**src/rtl/mmio_arbiter_2x1.sv**
```systemverilog
// Two-master, single-slave uncached MMIO arbiter with round-robin priority.
// It keeps one transaction in flight and returns each response to the master that issued it.
module mmio_arbiter_2x1 #(
  parameter int FIRST_PRIO = 0
) (
  input  logic        clock,
  input  logic        reset,

  output logic        in0_req_ready,
  input  logic        in0_req_valid,
  input  logic [31:0] in0_req_bits_addr,
  input  logic [31:0] in0_req_bits_data,
  input  logic        in0_req_bits_func,
  input  logic [3:0]  in0_req_bits_wstrb,
  input  logic        in0_resp_ready,
  output logic        in0_resp_valid,
  output logic [31:0] in0_resp_bits_data,

  output logic        in1_req_ready,
  input  logic        in1_req_valid,
  input  logic [31:0] in1_req_bits_addr,
  input  logic [31:0] in1_req_bits_data,
  input  logic        in1_req_bits_func,
  input  logic [3:0]  in1_req_bits_wstrb,
  input  logic        in1_resp_ready,
  output logic        in1_resp_valid,
  output logic [31:0] in1_resp_bits_data,

  input  logic        out_req_ready,
  output logic        out_req_valid,
  output logic [31:0] out_req_bits_addr,
  output logic [31:0] out_req_bits_data,
  output logic        out_req_bits_func,
  output logic [3:0]  out_req_bits_wstrb,
  output logic        out_resp_ready,
  input  logic        out_resp_valid,
  input  logic [31:0] out_resp_bits_data
);

  typedef enum logic [1:0] {IDLE, REQ, WAIT, RESP} state_e;

  state_e      state_q, state_d;
  logic        prio_q, prio_d;
  logic        owner_q, owner_d;
  logic [31:0] addr_q, addr_d;
  logic [31:0] wdata_q, wdata_d;
  logic        func_q, func_d;
  logic [3:0]  wstrb_q, wstrb_d;
  logic [31:0] rdata_q, rdata_d;

  logic [1:0]  req_vld;
  logic        grant_vld;
  logic        grant_idx;

  assign req_vld = {in1_req_valid, in0_req_valid};

  always_comb begin
    grant_vld = 1'b0;
    grant_idx = prio_q;
    if (req_vld[prio_q]) begin
      grant_vld = 1'b1;
      grant_idx = prio_q;
    end else if (req_vld[~prio_q]) begin
      grant_vld = 1'b1;
      grant_idx = ~prio_q;
    end
  end

  always_comb begin
    state_d        = state_q;
    prio_d         = prio_q;
    owner_d        = owner_q;
    addr_d         = addr_q;
    wdata_d        = wdata_q;
    func_d         = func_q;
    wstrb_d        = wstrb_q;
    rdata_d        = rdata_q;
    in0_req_ready  = 1'b0;
    in1_req_ready  = 1'b0;
    in0_resp_valid = 1'b0;
    in1_resp_valid = 1'b0;
    out_req_valid  = 1'b0;
    out_resp_ready = 1'b0;

    unique case (state_q)
      IDLE: begin
        if (grant_vld) begin
          in0_req_ready = ~grant_idx;
          in1_req_ready = grant_idx;
          owner_d       = grant_idx;
          addr_d        = grant_idx ? in1_req_bits_addr  : in0_req_bits_addr;
          wdata_d       = grant_idx ? in1_req_bits_data  : in0_req_bits_data;
          func_d        = grant_idx ? in1_req_bits_func  : in0_req_bits_func;
          wstrb_d       = grant_idx ? in1_req_bits_wstrb : in0_req_bits_wstrb;
          state_d       = REQ;
        end
      end
      REQ: begin
        out_req_valid = 1'b1;
        if (out_req_ready) state_d = WAIT;
      end
      WAIT: begin
        out_resp_ready = 1'b1;
        if (out_resp_valid) begin
          rdata_d = out_resp_bits_data;
          state_d = RESP;
        end
      end
      RESP: begin
        in0_resp_valid = ~owner_q;
        in1_resp_valid = owner_q;
        if (owner_q ? in1_resp_ready : in0_resp_ready) begin
          prio_d  = ~owner_q;
          state_d = IDLE;
        end
      end
      default: state_d = IDLE;
    endcase

    // Reset is synchronous, so handshake outputs are masked to stay quiet while it is held.
    if (!reset) begin
      in0_req_ready  = 1'b0;
      in1_req_ready  = 1'b0;
      in0_resp_valid = 1'b0;
      in1_resp_valid = 1'b0;
      out_req_valid  = 1'b0;
      out_resp_ready = 1'b0;
    end
  end

  always_ff @(posedge clock) begin
    if (!reset) begin
      state_q <= IDLE;
      prio_q  <= 1'(FIRST_PRIO);
      owner_q <= 1'b0;
    end else begin
      state_q <= state_d;
      prio_q  <= prio_d;
      owner_q <= owner_d;
    end
  end

  always_ff @(posedge clock) begin
    addr_q  <= addr_d;
    wdata_q <= wdata_d;
    func_q  <= func_d;
    wstrb_q <= wstrb_d;
    rdata_q <= rdata_d;
  end

  assign out_req_bits_addr  = addr_q;
  assign out_req_bits_data  = wdata_q;
  assign out_req_bits_func  = func_q;
  assign out_req_bits_wstrb = wstrb_q;
  assign in0_resp_bits_data = rdata_q;
  assign in1_resp_bits_data = rdata_q;

endmodule

```
**config.mk**
```make
export PLATFORM = sky130hd
export DESIGN_NAME = mmio_arbiter_2x1
export DESIGN_NICKNAME = d
export VERILOG_FILES = /design/src/rtl/mmio_arbiter_2x1.sv
export SDC_FILE = /design/constraint.sdc
export NUM_CORES = 1
export LEC_CHECK = 0
export ABC_AREA = 1
export BUFFER_PORTS_ARGS = -buffer_cell sky130_fd_sc_hd__buf_4
export CAP_MARGIN = 20
export CORE_AREA = 2 2 105 183
export CTS_CLUSTER_DIAMETER = 30
export DETAILED_ROUTE_END_ITERATION = 12
export DIE_AREA = 0 0 107 185
export MAX_ROUTING_LAYER = met4
export SETUP_SLACK_MARGIN = 0.2
export SYNTH_ARGS = -nofsm -noshare
export SYNTH_HDL_FRONTEND = slang
export SYNTH_SLANG_ARGS = --single-unit
```
**constraint.sdc**
```tcl
create_clock -name clock -period 12.28 [get_ports clock]
set_input_delay 0 -clock clock [delete_from_list [all_inputs] [get_ports clock]]
set_output_delay 0 -clock clock [all_outputs]
set_load 0.005 [all_outputs]
```
==> run metrics, run 1 <==
share of synthesized area occupied by flip-flops and latches 0.691; maximum count of clock buffers along a single path 2; last weighted congestion value of the routability-driven placer between 0.9 and 1; post-cts resize count 0; #FFs+latches synth ~110; die extent in x 107 microns; setup fix buffers added after clock tree synthesis 0; I/O pin count around 320; CTS Sinks 105; synthesized area approximately 4500 sq um; worst setup slack before clock tree synthesis 9.67 ns; CTS buffer count 9; nets in the synthesized netlist about 460; outcome aborted with a tool error; number of H-tree levels 3; number of buffers added on ports ~320; Log Error [ERROR RSZ-0060] Max buffer count reached.; Std-Cell Rows 66; Placed Instances 793; halt point of the flow 4_1_cts; count of hold buffers inserted by post-cts repair 163; initial cell density of the core 0.245; Mapped Cells 276; root cell of the clock tree sky130_fd_sc_hd__clkbuf_16; HPWL reported at the end of detailed placement between 10 and 15 mm; number of distinct library cell variants in the gate-level netlist after synthesis 17; overall die height 185 microns; total of warnings raised by yosys 0; Post-Synthesis Mean Instance Area ~16 sq um
==> Yosys cell counts <==
cell / instances / area (sq um)
sky130_fd_sc_hd__a21oi_1: 4 / 20.0
sky130_fd_sc_hd__buf_2: 5 / 25.0
sky130_fd_sc_hd__buf_4: 32 / 240
sky130_fd_sc_hd__buf_6: 2 / 22.5
sky130_fd_sc_hd__dfxtp_1: 4 / 80.1
sky130_fd_sc_hd__edfxtp_1: 101 / 3030
sky130_fd_sc_hd__ha_1: 4 / 50.1
sky130_fd_sc_hd__inv_1: 18 / 67.6
sky130_fd_sc_hd__mux2_2: 59 / 664
sky130_fd_sc_hd__mux2_4: 10 / 150
sky130_fd_sc_hd__nand2_1: 20 / 75.1
sky130_fd_sc_hd__nand2_2: 2 / 12.5
sky130_fd_sc_hd__nand3_1: 3 / 15.0
sky130_fd_sc_hd__nor2_1: 8 / 30.0
sky130_fd_sc_hd__nor3_1: 2 / 10.0
sky130_fd_sc_hd__o21ai_0: 1 / 5.00
sky130_fd_sc_hd__o22ai_1: 1 / 6.26
==> per-stage QoR <==
stage | util | hold slack (ns) | cell area (sq um)
3_5_place_dp | 0.376 | 0.180 | 6920
3_3_place_gp | 0.376 | 0.180 | 6920
2_1_floorplan | - | 0.0791 | 4510
==> cell families after synthesis <==
family / share of synthesized area
AOI/OAI and AO/OA: 0.00694
buffers and inverters: 0.0788
muxes: 0.181
DFF: 0.691
adders and majority gates: 0.0111
and+or+nand+nor: 0.0316
==> run 2, diff against run 1 <==
--- a/config.mk
+++ b/config.mk
@@ -8,12 +8,10 @@
 export ABC_AREA = 1
 export BUFFER_PORTS_ARGS = -buffer_cell sky130_fd_sc_hd__buf_4
 export CAP_MARGIN = 20
-export CORE_AREA = 2 2 105 183
-export CTS_CLUSTER_DIAMETER = 30
+export CORE_AREA = 2 2 154 156
 export DETAILED_ROUTE_END_ITERATION = 12
-export DIE_AREA = 0 0 107 185
-export MAX_ROUTING_LAYER = met4
-export SETUP_SLACK_MARGIN = 0.2
+export DIE_AREA = 0 0 156 158
+export PLACE_DENSITY_LB_ADDON = 0.15
 export SYNTH_ARGS = -nofsm -noshare
 export SYNTH_HDL_FRONTEND = slang
 export SYNTH_SLANG_ARGS = --single-unit
==> run 2 against run 1 <==
Compared with the run above:
- synthesized area unchanged
- the run now ends clean
- synthesized cell count unchanged
==> run metrics, run 2 <==
Top FF cell, synth sky130_fd_sc_hd__edfxtp_1; clock network latency to the later pin of the worst-skew pair 0.34 ns; I/O pin count 317; library cell with the highest instance count after synthesis sky130_fd_sc_hd__edfxtp_1; most heavily used metal layer in global routing met2; arrival time of the worst setup path 2.64 ns; synthesized area 4510 sq um; worst flop-to-flop path endpoint out_req_bits_addr[27]; vias after detailed routing 3956; Placed Instances 846; TritonCTS clock tree yes; #FFs+latches synth ~110; placeable core area between 20000 and 25000 sq um; HPWL reported at the end of detailed placement about 10 mm; final cycle utilization of the critical path 0.207; Net count, final a little over 900; transition time at the pin with the least slew margin approximately 1.1 ns; worst reg-to-reg path cell count 5; normalized max-slew margin 0.299; DIE AREA approximately 25000 sq um; first-pass GRT wire length 20.9 mm; Std-Cell Rows 56; worst setup slack before clock tree synthesis roughly 10 ns; Layout Skew slightly above 0.009 ns; First-pass DRT Iterations 5; Hold Crit Class in2reg; upper clock frequency limit around 390 MHz; fraction of post-synthesis cell area in the top cell type by area 0.673; clock period minus worst slack about 2.5 ns; initial cell density of the core 0.196; global routing usage on met3 0.0457; CTS Sinks about 110; Leak a little under 4 nW; residual overflow from global routing 0; CTS buffer count 9; maximum count of clock buffers along a single path 2; CP max stage cell sky130_fd_sc_hd__nand2_4; Total GRT Usage 0.111; post-cts resize count 0; root cell of the clock tree sky130_fd_sc_hd__clkbuf_16; launching point of the worst reg2reg path prio_q; number of synthesized flops with an enable pin about 100; number of hold violations in the final report 0; min-delay src in0_resp_ready; number of distinct library cell variants in the gate-level netlist after synthesis 17; max-cap violation count 0; Power, Total roughly 1.3 mW; worst slack on hold paths 0.0470 ns; cell type with the largest total area after synthesis sky130_fd_sc_hd__edfxtp_1; hold worst-path end prio_q; final antenna-violating net count 0; initial antenna violation count 0; total of warnings raised by yosys 0; Mapped Cells ~280; number of H-tree levels 3; DRC 0; Critical Path, Cell by Cell inv_1, nand2_1, nand2_4, mux2_2, dlygate4sd3_1; antenna cell count 0; overall die height ~160 microns; share of post-route cells with drive strength above 1 0.545; non-filler instance count after layout slightly above 1000; final WL 14.4 mm; fillers between 2000 and 2500; violation count after the first detailed-routing iteration between 100 and 150; Worst Hold Path Cells 5; max-slew violation count 0; most common cell after layout, fill and taps aside sky130_fd_sc_hd__buf_4; layout overhead on the synthesized area 99.4%; maximum fanout encountered on the critical timing path 69; maximum vdd ir drop around 73 uV; most numerous cell types in the synthesized netlist sky130_fd_sc_hd__edfxtp_1 (101), sky130_fd_sc_hd__mux2_2 (59), sky130_fd_sc_hd__buf_4 (32), sky130_fd_sc_hd__nand2_1 (20), sky130_fd_sc_hd__inv_1 (18); worst path required time approximately 12 ns; count of hold buffers inserted by post-cts repair 171; final-report setup violation count 0; clock-pin slew reported for the worst setup and hold paths after clock tree synthesis around 0.07 ns; setup TNS 0 ns; share of synthesized area occupied by flip-flops and latches 0.691; setup fix buffers added after clock tree synthesis 0; global-route met1 utilization 0.114; outcome finished, final reports clean; top library cells by usage in the layout, fill and taps aside sky130_fd_sc_hd__buf_4 (318), sky130_fd_sc_hd__dlygate4sd3_1 (171), sky130_fd_sc_hd__edfxtp_1 (101), sky130_fd_sc_hd__mux2_2 (59), sky130_fd_sc_hd__nand2_1 (20); top area cells in the synthesized netlist sky130_fd_sc_hd__edfxtp_1 (67%), sky130_fd_sc_hd__mux2_2 (15%), sky130_fd_sc_hd__buf_4 (5.3%); Routed wire per std cell ~14 microns; Via-to-Cell Ratio about 3.8; unrepaired setup endpoints after global routing no; power per standard cell area roughly 140 nW/um^2; crit path setup slack, layout about 9.7 ns; number of buffers added on ports roughly 320; pin count of the biggest net entering global routing 70; startpoint type of the worst setup path flip-flop; Post-Synthesis Mean Instance Area about 16 sq um; category of the critical setup timing path reg2reg; crit path capture type flip-flop; Post-synth ARST share 0; die extent in x roughly 160 microns; delay contributed by the slowest stage of the critical path between 0.7 and 0.8 ns; met2 Track Usage GR 0.200; vias in the first global route around 4200; slack of the worst reg-to-reg path roughly 9.7 ns; last weighted congestion value of the routability-driven placer approximately 0.69; nets in the synthesized netlist roughly 460
[run 2: cell counts after synthesis]
Identical to the previous run, type by type.
[run 2: kinds of logic after synthesis]
| logic type | after synthesis | share of synthesized area |
|---|---|---|
| adders and majority gates | 4 | 0.0111 |
| and+or+nand+nor | 35 | 0.0316 |
| muxes | 69 | 0.181 |
| DFF | 105 | 0.691 |
| buffers and inverters | 57 | 0.0788 |
| AOI/OAI and AO/OA | 6 | 0.00694 |
[run 2: how the worst max path moves through the flow]
stage               startpoint                     to  slack [ns]
floorplan           state_q[0]   out_req_bits_addr[0]        7.72
CTS                     prio_q   out_req_bits_addr[1]        9.71
finish                  prio_q  out_req_bits_addr[27]        9.73
detailed placement  state_q[0]  out_req_bits_wstrb[3]       10.01
global placement    state_q[0]  out_req_bits_data[31]        9.64
global route            prio_q  out_req_bits_data[12]        9.60
[run 2: report_power, final]
| part | switching [mW] | internal, mW |
|---|---|---|
| sequential | 0.0379 | 0.531 |
| combinational | 0.183 | 0.259 |
| clock | 0.136 | 0.139 |
| total | 0.357 | 0.929 |
[run 2: layout make-up]
cell class	instances	area [sq um]	area share
Timing Repair Buffer	490	4120	0.458
Sequential cell	105	3110	0.346
Multi-Input combinational cell	114	1050	0.117
Tap cell	290	363	0.0404
Clock buffer	11	233	0.0259
Inverter	18	67.6	0.00752
Clock inverter	5	37.5	0.00418
[run 2: routing by layer]
layer,part of all wire,wire [microns],vias to the layer above
met5,0,0,-
met4,0.019,278,0
met3,0.11,1550,13
met2,0.51,7370,220
met1,0.36,5220,1833
li1,-,-,1890
[run 2: per-stage QoR]
| stage | utilization | area [sq um] |
|---|---|---|
| 2_1_floorplan | - | 4510 |
| 3_3_place_gp | 0.303 | 6990 |
| 5_1_grt | 0.390 | 8990 |
| 4_1_cts | 0.390 | 8990 |
| 3_5_place_dp | 0.304 | 7010 |
| 6_report | 0.390 | 8990 |
[run 2: worst max-delay path: cells and delay by family, from the launching register on]
kind / cells / cell delay (ns)
AND/OR/NAND/NOR: 2 / 0.81
buffers and inverters: 2 / 0.63
multiplexers: 1 / 0.42
flip-flops: 1 / 0.33
Note: power is estimated with default switching activity, not from simulation.
==> run 3, diff against run 2 <==
==> constraint.sdc (replaced) <==
create_clock -name clock -period 2.6 [get_ports clock]
set_input_delay 0 -clock clock [delete_from_list [all_inputs] [get_ports clock]]
set_output_delay 0 -clock clock [all_outputs]
set_load 0.005 [all_outputs]
==> run 3 against run 2 <==
Compared with the run above:
- utilization rose by 0.28 points
- worst setup slack worse by 9.4 ns
- hold slack got worse by 0.0068 ns
- critical path type unchanged
- routed wire length rose by 3.8%
- sequential share of layout area is 0.25 points lower
- die area stayed put
- power grew to 4.9 times the previous value
- critical path depth increased by 1
- non-clock buffer count is the same
- clock skew up 0.00091 ns
==> run metrics, run 3 (synthesis results as in run 2) <==
clock-pin slew reported for the worst setup and hold paths after clock tree synthesis ~0.08 ns; power per standard cell area roughly 700 nW/um^2; clock period minus worst slack ~2.2 ns; vias after detailed routing approximately 4000; crit path capture type flip-flop; final WL around 15 mm; root cell of the clock tree sky130_fd_sc_hd__clkbuf_16; violation count after the first detailed-routing iteration roughly 130; Power, Total approximately 6.3 mW; min-delay src in1_req_bits_addr[24]; transition time at the pin with the least slew margin around 0.43 ns; Std-Cell Rows 56; Worst Hold Path Cells 2; Total GRT Usage 0.115; final-report setup violation count 0; first-pass GRT wire length around 22 mm; worst flop-to-flop path endpoint out_req_bits_data[13]; outcome finished, final reports clean; Layout Skew roughly 0.01 ns; final antenna-violating net count 0; number of H-tree levels 3; layout overhead on the synthesized area 101%; vias in the first global route roughly 4200; die extent in x between 150 and 200 microns; setup TNS 0 ns; placeable core area between 20000 and 25000 sq um; maximum vdd ir drop 411 uV; Leak about 3.9 nW; initial cell density of the core 0.196; most common cell after layout, fill and taps aside sky130_fd_sc_hd__buf_4; normalized max-slew margin 0.715; setup fix buffers added after clock tree synthesis 0; maximum fanout encountered on the critical timing path 21; final cycle utilization of the critical path 0.865; fillers ~2200; worst reg-to-reg path cell count 6; DIE AREA 24600 sq um; number of buffers added on ports approximately 320; pin count of the biggest net entering global routing 71; non-filler instance count after layout slightly above 1000; CTS buffer count 9; Net count, final 920; number of hold violations in the final report 0; TritonCTS clock tree yes; unrepaired setup endpoints after global routing no; arrival time of the worst setup path about 2.4 ns; Via-to-Cell Ratio between 3 and 4; Placed Instances 847; hold worst-path end out_req_bits_addr[24]; Routed wire per std cell about 14 microns; top library cells by usage in the layout, fill and taps aside sky130_fd_sc_hd__buf_4 (318), sky130_fd_sc_hd__dlygate4sd3_1 (170), sky130_fd_sc_hd__edfxtp_1 (101), sky130_fd_sc_hd__mux2_2 (59), sky130_fd_sc_hd__nand2_1 (20); HPWL reported at the end of detailed placement approximately 10 mm; worst path required time around 2.7 ns; launching point of the worst reg2reg path prio_q; clock network latency to the later pin of the worst-skew pair 0.35 ns; initial antenna violation count 0; max-cap violation count 0; overall die height ~160 microns; antenna cell count 0; max-slew violation count 0; upper clock frequency limit 445 MHz; I/O pin count approximately 320; share of post-route cells with drive strength above 1 0.548; maximum count of clock buffers along a single path 2; final instance area 9050 sq um; First-pass DRT Iterations 4; last weighted congestion value of the routability-driven placer between 0.7 and 0.8; residual overflow from global routing 0; post-layout utilization of the core 0.393; DRC 0; startpoint type of the worst setup path flip-flop; Hold Crit Class in2reg; post-cts resize count 0; slack of the worst reg-to-reg path 0.35 ns; category of the critical setup timing path reg2reg; CTS Sinks 105; post-placement cell area between 7000 and 8000 sq um
run 3: metrics by stage:
stage	hold WS, ns	setup WS (ns)
final	0.0402	0.352
after detailed placement	0.179	0.895
after floorplan	0.0791	0.358
after CTS	0.00785	0.338
after global routing	0.000968	0.220
after global placement	0.179	0.936
run 3: how the worst max path moves through the flow:
stage | startpoint | end | slack (ns) | cells past startpoint
5_1_grt | prio_q | out_req_bits_addr[19] | 0.22 | 6
4_1_cts | prio_q | out_req_bits_data[7] | 0.34 | 6
2_1_floorplan | state_q[0] | out_req_bits_addr[0] | 0.36 | 4
6_report | prio_q | out_req_bits_data[13] | 0.35 | 6
3_5_place_dp | prio_q | out_req_bits_data[7] | 0.89 | 5
3_3_place_gp | prio_q | out_req_bits_addr[13] | 0.94 | 5
run 3: repair_timing:
| action | 4_1_cts | 5_1_grt |
|---|---|---|
| endpoints found under the hold margin | 105 | 0 |
| hold buffers | 170 | 0 |
| endpoints found under the setup margin | 0 | 0 |
run 3: per-layer routing:
metal,vias up,GRT usage,wire length [microns]
li1,1889,-,-
met3,9,0.0416,1310
met2,196,0.226,8190
met4,0,0.0306,137
met1,1918,0.115,5340
met5,-,0,0
run 3: cell type report:
type,count,area [sq um],area share
clock buffer,9,225,0.0249
clock inverter,7,100,0.0111
inverter,18,67.6,0.00746
multi-input combinational,114,1050,0.117
sequential,105,3110,0.344
tap,290,363,0.0401
timing repair buffer,490,4130,0.456
run 3: power breakdown:
part / total, mW / internal, mW / leakage [nW] / switching, mW
clock network: 1.52 / 0.856 / 0.156 / 0.661
registers: 2.68 / 2.51 / 0.992 / 0.170
logic: 2.09 / 1.22 / 2.80 / 0.869
run 3: worst max-delay path: stages, from the launching register on:
cell	delay [ns]
sky130_fd_sc_hd__dfxtp_1	0.34
sky130_fd_sc_hd__inv_1	0.07
sky130_fd_sc_hd__nand2_1	0.09
sky130_fd_sc_hd__nand2_4	0.20
sky130_fd_sc_hd__buf_4	0.35
sky130_fd_sc_hd__mux2_2	0.37
sky130_fd_sc_hd__dlygate4sd3_1	0.56
